[config.mk]
export PLATFORM = sky130hd
export DESIGN_NAME = instr_fetch_unit
export DESIGN_NICKNAME = d
export VERILOG_FILES = /design/src/rtl/instr_fetch_unit.sv
export SDC_FILE = /design/constraint.sdc
export NUM_CORES = 1
export LEC_CHECK = 0
export BUFFER_PORTS_ARGS = -buffer_cell sky130_fd_sc_hd__clkbuf_2
export CORE_ASPECT_RATIO = 2
export CORE_MARGIN = 2
export CORE_UTILIZATION = 51
export DETAILED_ROUTE_END_ITERATION = 10
export PLACE_DENSITY = 0.79
export SYNTH_ARGS = -nofsm -noshare
export SYNTH_HDL_FRONTEND = slang
export SYNTH_SLANG_ARGS = --single-unit
[constraint.sdc]
create_clock -name clk -period 6.9 [get_ports clk]
set_input_delay 1.035 -clock clk [delete_from_list [all_inputs] [get_ports clk]]
set_output_delay 1.035 -clock clk [all_outputs]
set_load 0.02 [all_outputs]
[src/rtl/instr_fetch_unit.sv]
// Instruction-fetch stage: holds the PC, fetches words over a ready handshake,
// presents the instruction to the decoder, and retires it on a non-stalled EXEC edge.
module instr_fetch_unit #(
    parameter int unsigned           XLEN      = 64,
    parameter logic [XLEN-1:0]       RESET_PC  = '0,
    parameter logic [31:0]           NOP_INSTR = 32'h0000_0013
) (
    input  logic            clk,
    input  logic            rst,
    output logic            imem_req,
    output logic [XLEN-1:0] imem_addr,
    input  logic [31:0]     imem_rdata,
    input  logic            imem_ready,
    input  logic            stall,
    input  logic            branch,
    input  logic            zero,
    input  logic            jump,
    input  logic            halt,
    input  logic [XLEN-1:0] imm,
    output logic [XLEN-1:0] pc,
    output logic [31:0]     instr,
    output logic [6:0]      opcode,
    output logic            instr_valid,
    output logic            halted,
    output logic [XLEN-1:0] instret
);

    typedef enum logic [1:0] {
        S_REQ    = 2'd0,
        S_EXEC   = 2'd1,
        S_HALTED = 2'd2
    } state_t;

    state_t          r_state;
    logic [XLEN-1:0] r_pc;
    logic [31:0]     r_instr;
    logic            r_valid;
    logic            r_halted;
    logic [XLEN-1:0] r_instret;

    logic [XLEN-1:0] w_sum;
    logic [XLEN-1:0] w_target;
    logic            w_take;
    logic [XLEN-1:0] w_next_pc;

    // Branch/jump targets are word-aligned by clearing the low two bits.
    assign w_sum     = r_pc + imm;
    assign w_target  = {w_sum[XLEN-1:2], 2'b00};
    assign w_take    = jump || (branch && zero);
    assign w_next_pc = w_take ? w_target : (r_pc + XLEN'(4));

    always_ff @(posedge clk or posedge rst) begin
        if (rst) begin
            r_state   <= S_REQ;
            r_pc      <= RESET_PC;
            r_instr   <= NOP_INSTR;
            r_valid   <= 1'b0;
            r_halted  <= 1'b0;
            r_instret <= '0;
        end else begin
            case (r_state)
                S_REQ: begin
                    if (imem_ready) begin
                        r_instr <= imem_rdata;
                        r_valid <= 1'b1;
                        r_state <= S_EXEC;
                    end
                end
                S_EXEC: begin
                    if (!stall) begin
                        r_instret <= r_instret + XLEN'(1);
                        r_instr   <= NOP_INSTR;
                        r_valid   <= 1'b0;
                        if (halt) begin
                            r_halted <= 1'b1;
                            r_state  <= S_HALTED;
                        end else begin
                            r_pc    <= w_next_pc;
                            r_state <= S_REQ;
                        end
                    end
                end
                S_HALTED: begin
                    r_state <= S_HALTED;
                end
                default: begin
                    r_state <= S_REQ;
                end
            endcase
        end
    end

    // Request is derived from state so it is live the first cycle after reset release.
    assign imem_req    = (r_state == S_REQ) && !rst;
    assign imem_addr   = r_pc;
    assign pc          = r_pc;
    assign instr       = r_instr;
    assign opcode      = r_instr[6:0];
    assign instr_valid = r_valid;
    assign halted      = r_halted;
    assign instret     = r_instret;

endmodule

==> results.md, run 1 <==
- From synthesis to final layout, the design area changed by 16.4%.
- Setup violations remaining at the end of the flow were counted as 0.
- Summed over all nets, the switching power comes to about 3300 uW.
- The multiplexer share of the synthesized area is 0.00731.
- The die boundary width is roughly 110 um.
- Prior to clock tree synthesis, the placed netlist has a worst setup slack of 2290 ps.
- The setup slack after layout is 2520 ps.
- The floorplan has 78 rows.
- The leftover overflow at the end of global routing is 0.
- The share of total power dissipated in the clock network is 0.150.
- The flow ran to the end, and the final reports show no timing, DRC or antenna violations.
- The post-CTS resize count is 0.
- For this run, the top clock speed supported by timing is 229 MHz.
- Data on the critical path arrives at its endpoint at 4670 ps.
- The highest net fanout along the worst path is 4.
- For this design the ratio of total power to cell area is ~460 nW/um^2.
- The total count of hold-check failures in the final report came to 0.
- The share of total power consumed by net switching is 0.518.
- For the pin with the worst max-slew slack, the measured transition is about 1100 ps.
- The clock transition at the register clock pins on the worst setup and hold paths after CTS is roughly 80 ps.
- The register-to-register setup slack is between 2000 and 3000 ps.
- Setup repair after global routing left no endpoint under its margin.
- The count of cell types in the netlist is 74.
- The number of setup buffers added after CTS is 0.
- Of the synthesized area, sequential elements account for 0.344.
- The total global-route track usage is 0.304.
- For this run, the number of Yosys warnings is 0.
- The number of flops mapped to enable cells by yosys is 0.
- For this run, asynchronously set or reset flops after synthesis account for 1.00.
- Yosys attributes the largest share of cell area to sky130_fd_sc_hd__dfrtp_1 34%, sky130_fd_sc_hd__a21oi_1 7.2%, sky130_fd_sc_hd__ha_1 6.7%.
- The cell count of the worst reg-to-reg path is 10.
- The initial cell density of the core is 0.519.
- The number of nets with antenna violations after detailed routing is 0.
- The simple-gate share of the synthesized area is 0.199.
- The half-perimeter wire length of the detailed placement result is about 29000 um.
- The number of buffers created by CTS is 17.
- The pre-antenna-repair detailed-routing pass consisted of 5 iterations.
- The clock passes through at most 2 buffers.
- The depth of the CTS H-tree is 4.
- The capturing element type of the critical path is a flip-flop.
- The share of Yosys cell area claimed by the top area cell type is 0.337.
- The leading area contributor after synthesis is sky130_fd_sc_hd__dfrtp_1.
- The clock root buffer is sky130_fd_sc_hd__clkbuf_16.
- In this run the critical register-to-register path is launched from imem_addr[5]$_DFFE_PP0P_.
- The total of flip-flops plus latches after synthesis is 162.
- Including well taps, the total number of placed cells is around 1900.
- The analysis attributes to cell leakage a power of 0.00653 uW.
- The slowest library cell on the worst path is sky130_fd_sc_hd__o31ai_1.
- The worst setup path is launched from an input port.
- Of the total synthesized cell area, the portion taken by XOR and XNOR cells is 0.0823.
- The dominant register cell in the synthesized netlist is sky130_fd_sc_hd__dfrtp_1.
- The number of hold buffers added after CTS was 0.
- The number of cells on the worst hold path is 1.
- The via count of the first global-routing pass is roughly 12000.
- The number of vias per cell is 6.05.
- The startpoint-to-endpoint class of the critical path is input port to flip-flop.
- Cell internal power was estimated by the tool at between 3000 and 4000 uW.
- In the finished design, the share of the clock period the worst path needs comes to 0.634.
- The combinational power share is 0.581.
- The TritonCTS sink count is between 150 and 200.
- The most critical setup path has its endpoint at imem_addr[61]$_DFFE_PP0P_.
- By area, the combinational part of the netlist is dominated by compound AO/OA/AOI/OAI gates.
- The repair_antennas step left the layout with diodes totalling 0.
- The required time of the critical path is 7190 ps.
- Among all cell types in the netlist, the one instantiated most often is sky130_fd_sc_hd__a21oi_1.
- The max capacitance violation total is 0.
- Synthesis produced 1418 cells.
- The post-synthesis cell area is between 10000 and 15000 um^2.
- Entering global routing, the biggest net connects 88 pins.
- The endpoint of the worst register-to-register path is imem_addr[61]$_DFFE_PP0P_.
- In the final routed layout, each cell accounts on average for slightly below 20 um.
- For this run, the slowest stage of the critical path takes ~800 ps.
- Clock latency on the worst-skew pair, taken at its later pin, is 450 ps.
- The routed wire length is approximately 38000 um.
- The total core area is about 23000 um^2.
- The number of antenna violations at the first check in global routing is 0.
- The post-synthesis compound-gate area fraction is 0.226.
- The post-route non-filler standard cell count is a little under 2000.
- The area enclosed by the die boundary is about 24000 um^2.
- Measured on the finished design, the core utilization comes to 0.604.
- The fraction of final layout cells with drive strength greater than 1 is 0.246.
- The die is between 200 and 250 um tall.
- In this run the tool buffered the top-level ports with 331 buffer cells.
- The first global-routing pass estimated a little under 60000 um of wire.
- The number of pins exceeding their max-slew limit in the final report came to 0.
- After detailed routing, the number of remaining DRC violations is 0.
- The type of the most critical hold path is flip-flop to flip-flop.
- The worst slew margin relative to its limit is 0.260.
- The total via count in the routed design is ~12000.
- The setup total negative slack is 0 ps.
- The minimum period implied by the final worst setup slack is about 4400 ps.
- The routability congestion estimate is roughly 1.
- For the final database, setup skew stands at 14.0 ps.
- VDD sags by at most 311 uV.
- The net total in the final layout is 1818.
- The number of top-level pins is around 340.
- The number of DRC markers after the initial detailed-route iteration is between 900 and 1000.
- The CTS tree is built.
- After synthesis, the mean cell area works out to about 8.3 um^2.
- Of the total synthesized cell area, the portion taken by full adders, half adders and majority gates is 0.0668.
- The commonest cells after synthesis are 170 x sky130_fd_sc_hd__a21oi_1, 159 x sky130_fd_sc_hd__dfrtp_1, 132 x sky130_fd_sc_hd__nand2_1.
- The share of total power dissipated in sequential elements is 0.269.
- The most used cell along the critical path is sky130_fd_sc_hd__a2111oi_0.
- The worst setup path startpoint is imm[5].
- The critical path goes through clkbuf_2 -> ha_1 -> a2111oi_0 -> o21a_1 -> o21ai_1 -> a41o_1 -> a32o_1 -> o31ai_1 -> a2111oi_0 -> o41ai_1 -> a31oi_1.
[layer usage]
layer | vias up | track usage | routed length, um
met5 | - | 0 | 0
met4 | 0 | 0.198 | 2440
li1 | 5545 | - | -
met3 | 143 | 0.0398 | 1940
met2 | 529 | 0.575 | 20300
met1 | 5538 | 0.309 | 13000
[kinds of logic after synthesis]
family                   Yosys count
AO/OA/AOI/OAI                    434
XOR/XNOR                         111
adder cells (fa/ha/maj)           63
buffers and inverters            158
flip-flops                       162
multiplexers                       8
other                              1
AND/OR/NAND/NOR                  481
[through the flow]
step / power (uW) / hold WS [ps] / area (um^2)
finish: 6370 / 483 / 13700
floorplan: 4430 / 449 / 11800
detailed placement: 5370 / 462 / 13100
global route: 6780 / 509 / 13700
CTS: 6340 / 498 / 13700
global placement: 5300 / 453 / 13100
[power by group through the flow]
stage                     registers [uW]  logic, uW  clock network [uW]
final                               1720       3700                 954
after global routing                1760       4020                1000
after CTS                           1710       3670                 965
after detailed placement            1720       3640                   0
after global placement              1700       3600                   0
after floorplan                     1890       2540                   0
[worst min-delay path by stage]
stage                       startpoint                      end  slack (ps)
3_3_place_gp        halted$_DFFE_PP0P_       halted$_DFFE_PP0P_         450
6_report            halted$_DFFE_PP0P_       halted$_DFFE_PP0P_         480
3_5_place_dp        halted$_DFFE_PP0P_       halted$_DFFE_PP0P_         460
2_1_floorplan   r_state[1]$_DFFE_PP0P_   r_state[0]$_DFFE_PP0P_         450
4_1_cts             halted$_DFFE_PP0P_       halted$_DFFE_PP0P_         500
5_1_grt        instret[63]$_DFFE_PP0P_  instret[63]$_DFFE_PP0P_         510
[worst max-delay path, delay by kind of cell]
family	cells	cell delay [ps]
buf+inv	1	80
fa+ha+maj	1	320
compound gates	9	3230
[placed cells by master (no fill, tap or decap), types with 6 or more instances in the layout]
cell type and n:
sky130_fd_sc_hd__nor3_1 23, sky130_fd_sc_hd__a21o_1 32, sky130_fd_sc_hd__clkbuf_16 17, sky130_fd_sc_hd__a22o_1 33
sky130_fd_sc_hd__o21ai_0 86, sky130_fd_sc_hd__and2_1 6, sky130_fd_sc_hd__nor4_1 11, sky130_fd_sc_hd__o22a_1 6
sky130_fd_sc_hd__or3_1 8, sky130_fd_sc_hd__inv_1 28, sky130_fd_sc_hd__o21a_1 12, sky130_fd_sc_hd__o22ai_1 23
sky130_fd_sc_hd__nand2_1 132, sky130_fd_sc_hd__and4_1 8, sky130_fd_sc_hd__a31oi_1 9, sky130_fd_sc_hd__and3_1 22
sky130_fd_sc_hd__a2111oi_0 6, sky130_fd_sc_hd__xnor2_1 71, sky130_fd_sc_hd__ha_1 63, sky130_fd_sc_hd__nand3_1 65
sky130_fd_sc_hd__nand2b_1 13, sky130_fd_sc_hd__buf_4 9, sky130_fd_sc_hd__a211oi_1 11, sky130_fd_sc_hd__or2_2 7
sky130_fd_sc_hd__clkbuf_2 331, sky130_fd_sc_hd__dfrtp_1 159, sky130_fd_sc_hd__nand4_1 35, sky130_fd_sc_hd__xor2_1 40
sky130_fd_sc_hd__nor2_1 121, sky130_fd_sc_hd__a21oi_1 169
[area by class of cell]
type,instances,area [um^2]
clock buffer,17,425
tap,280,350
sequential,162,4060
timing repair buffer,340,1720
multi-input combinational,1101,6900
fill,2078,9000
inverter,29,114
clock inverter,15,165
[flip-flops by register name, summed over array words and instances (netlist names)]
signal,count
halted,1
imem_addr,62
instr,32
instr_valid,1
instret,64
r_state,2
No activity file was read; power rests on OpenSTA's default activity.
==> run 2, diff against run 1 <==
--- a/config.mk
+++ b/config.mk
@@ -8,9 +8,9 @@
 export BUFFER_PORTS_ARGS = -buffer_cell sky130_fd_sc_hd__clkbuf_2
 export CORE_ASPECT_RATIO = 2
 export CORE_MARGIN = 2
-export CORE_UTILIZATION = 51
+export CORE_UTILIZATION = 48
 export DETAILED_ROUTE_END_ITERATION = 10
-export PLACE_DENSITY = 0.79
+export PLACE_DENSITY = 0.78
 export SYNTH_ARGS = -nofsm -noshare
 export SYNTH_HDL_FRONTEND = slang
 export SYNTH_SLANG_ARGS = --single-unit
==> constraint.sdc (replaced) <==
create_clock -name clk -period 3.56 [get_ports clk]
set_input_delay 0.534 -clock clk [delete_from_list [all_inputs] [get_ports clk]]
set_output_delay 0.534 -clock clk [all_outputs]
set_load 0.02 [all_outputs]
==> run 2 against run 1 <==
Effect of this change: setup slack got worse by 2400 ps; largest power group unchanged; final cell count rose by 4.8%; first-iteration DRC count fell by 11%.
==> results.md, run 2 (synthesized netlist as in run 1, its figures left out) <==
- The top layer reached by signal wires was met4 (unchanged).
- The clock transition at the register clock pins on the worst setup and hold paths after CTS was 70 ps (was 80 ps).
- The combinational power share is 0.626 (was 0.581).
- The most used cell along the critical path is sky130_fd_sc_hd__buf_4 (was sky130_fd_sc_hd__a2111oi_0).
- The CTS tree is built (unchanged).
- The number of nets with antenna violations after detailed routing is 0 (unchanged).
- The ratio of final minimum period to clock period is 0.963.
- The met1 wire length is 13200 um (was 13000 um).
- The average routed wire per standard cell is 19.3 um (was 19.4 um).
- The slowest library cell on the worst path is sky130_fd_sc_hd__or3_1 (was sky130_fd_sc_hd__o31ai_1).
- The number of buffers created by CTS is 17 (unchanged).
- The final setup violation count is 0 (unchanged).
- The max capacitance violation total is 0 (unchanged).
- The total count of hold-check failures in the final report is 0 (unchanged).
- The setup slack after layout is 131 ps (was 2520 ps).
- The net total in the final layout is 1900 (was 1818).
- The post-CTS resize count came to 0 (unchanged).
- The number of remaining DRC errors is 0 (unchanged).
- The number of DRC markers after the initial detailed-route iteration was 869 (was 980).
- The number of buffers inserted for hold repair after clock tree synthesis is 0 (unchanged).
- The kind of cell adding the most delay to the critical path was compound AO/OA/AOI/OAI gates (unchanged).
- The row count is 81 (was 78).
- CP cell instances: ha_1 -> a21oi_1 -> o21ai_0 -> o21ai_1 -> buf_4 -> nand3b_1 -> a31o_2 -> a211oi_1 -> buf_4 -> or3_1 -> a31oi_1 -> mux2_2 -> nand4_1 (was clkbuf_2 -> ha_1 -> a2111oi_0 -> o21a_1 -> o21ai_1 -> a41o_1 -> a32o_1 -> o31ai_1 -> a2111oi_0 -> o41ai_1 -> a31oi_1).
- The share of total power in the clock network is 0.143 (was 0.150).
- The total design power is 12900 uW (was 6370 uW).
- The total via count in the routed design is 12200 (was 11800).
- The arrival time of data at the critical path endpoint came to 3820 ps (was 4670 ps).
- The fraction of power consumed by sequential logic came to 0.231 (was 0.269).
- The maximum buffer depth of the clock tree is 2 (unchanged).
- The cell area after placement is 13800 um^2 (was 13100 um^2).
- The startpoint-to-endpoint class of the critical path is flip-flop to flip-flop (was input port to flip-flop).
- The clock root buffer is sky130_fd_sc_hd__clkbuf_16 (unchanged).
- The startpoint kind of the worst setup timing path was a flip-flop (was input port).
- The highest net fanout along the worst path is 4 (unchanged).
- The half-perimeter wire length of the detailed placement result is 30600 um (was 28800 um).
- The depth of the CTS H-tree is 4 (unchanged).
- The stage delay of the slowest cell on the critical path was 420 ps (was 780 ps).
- The worst-case setup slack after placement is -33.7 ps (was 2290 ps).
- The type of the most critical hold path is input port to asynchronous set/reset pin (was flip-flop to flip-flop).
- The total core area came to 24300 um^2 (was 22700 um^2).
- The routed design could run at a clock period as short as roughly 3400 ps.
- The initial cell density of the core is 0.485 (was 0.519).
- The met2 wire length is 20800 um (was 20300 um).
- The pin count of the biggest net entering global routing is 77 (was 88).
- The number of buffers inserted by post-CTS setup repair was 0 (unchanged).
- The number of top-level pins is 338 (unchanged).
- Based on the critical path, the design can be clocked at up to a little under 300 MHz.
- The leftover overflow at the end of global routing is 0 (unchanged).
- The TritonCTS sink count was 162 (unchanged).
- The capturing element type of the critical path was a flip-flop (unchanged).
- The post-layout instance area is 14400 um^2 (was 13700 um^2).
- The most frequent standard cell in the layout excluding fill and tap cells is sky130_fd_sc_hd__clkbuf_2 (unchanged).
- The via count of the first global-routing pass is 11800 (was 11500).
- The fraction of final layout cells with drive strength greater than 1 was 0.281 (was 0.246).
- The die boundary width came to 115 um (was 112 um).
- The worst slew margin relative to its limit is 0.245 (was 0.260).
- The number of vias per cell came to 5.98 (was 6.05).
- The first-pass iteration count of the detailed router is 6 (was 5).
- Outcome: complete, no violations (unchanged).
- The number of antenna violations at the first check in global routing came to 1 (was 0).
- The routed wire length is 39300 um (was 37700 um).
- RSZ-0062 raised after global routing: no (unchanged).
- Leading cell types in the layout, fill and taps excluded: 331 x sky130_fd_sc_hd__clkbuf_2, 169 x sky130_fd_sc_hd__a21oi_1, 159 x sky130_fd_sc_hd__dfrtp_1 (unchanged).
- The area enclosed by the die boundary was 25900 um^2 (was 24500 um^2).
- The clock insertion delay at the later pin of the skew report is 460 ps (was 450 ps).
- The chip height is 226 um (was 219 um).
- The cell leakage power came to 0.00693 uW (was 0.00653 uW).
- The met3 routed wirelength is 1980 um (was 1940 um).
- The number of port buffers is 331 (unchanged).
- The routability congestion estimate is 0.965 (was 0.978).
- The switching power summed over all nets came to 6470 uW (was 3300 uW).
- The buffer and inverter count on the worst path is 2 (was 1).
- The total global-route track usage is 0.298 (was 0.304).
- The layout overhead on the synthesized area is 21.9% (was 16.4%).
- The power density relative to cell area is 899 nW/um^2 (was 464 nW/um^2).
- The number of pins exceeding their max-slew limit in the final report is 0 (unchanged).
- The share of total power consumed by net switching came to 0.500 (was 0.518).
- The maximum ir drop on the vdd rail was 546 uV (was 311 uV).
- The number of flip-flops in the largest register is 64 (unchanged).
- The internal power is 6480 uW (was 3070 uW).
- The first-pass GRT wire length is 60100 um (was 58900 um).
- The share of the core filled with cells in the final layout came to 0.592 (was 0.604).
- The required time of the critical path is 3950 ps (was 7190 ps).
- The slew at the pin with the worst max-slew slack came to 1130 ps (was 1080 ps).
- The maximum clock skew at final layout is 11.7 ps (was 14.0 ps).
[run 2: worst paths after layout]
check                                              start                         to  slack [ps]  cells after the start
worst min register to register        halted$_DFFE_PP0P_         halted$_DFFE_PP0P_         470                      1
worst max register to register  imem_addr[3]$_DFFE_PP0P_  imem_addr[63]$_DFFE_PP0P_         130                     13
worst min-delay path                                 rst     instret[3]$_DFFE_PP0P_         110                      2
min in group clk                           imem_rdata[5]       instr[5]$_DFFE_PP0P_         310                      2
worst max-delay path            imem_addr[3]$_DFFE_PP0P_  imem_addr[63]$_DFFE_PP0P_         130                     13
max in group asynchronous                            rst  imem_addr[25]$_DFFE_PP0P_        2690                      3
[run 2: per-layer routing]
layer  vias up  track usage
li1       5707            -
met1      5794        0.280
met2       507        0.553
met3       173       0.0542
met4         0        0.229
met5         -            0
[run 2: final cells by class]
type                            instances  area [um^2]
Sequential cell                       162         4060
Clock buffer                           20          457
Clock inverter                         12          121
Fill cell                            2254         9930
Tap cell                              290          363
Multi-Input combinational cell       1101         6900
Inverter                               29          113
Timing Repair Buffer                  422         2380
Antenna cell                            1         2.50
[run 2: power groups by stage]
stage / logic (uW) / clock network, uW / registers (uW)
floorplan: 4910 / 0 / 3660
global placement: 7900 / 0 / 2990
detailed placement: 7980 / 0 / 3010
CTS: 8030 / 1880 / 2980
global route: 8750 / 1950 / 3060
finish: 8100 / 1850 / 2990
[run 2: through the flow]
stage	setup TNS (ps)	hold slack (ps)	std cells
after floorplan	0	449	1421
after global routing	0	128	2037
after detailed placement	-89.2	456	2004
after global placement	-25.6	454	2004
after CTS	0	113	2036
final	0	111	2037
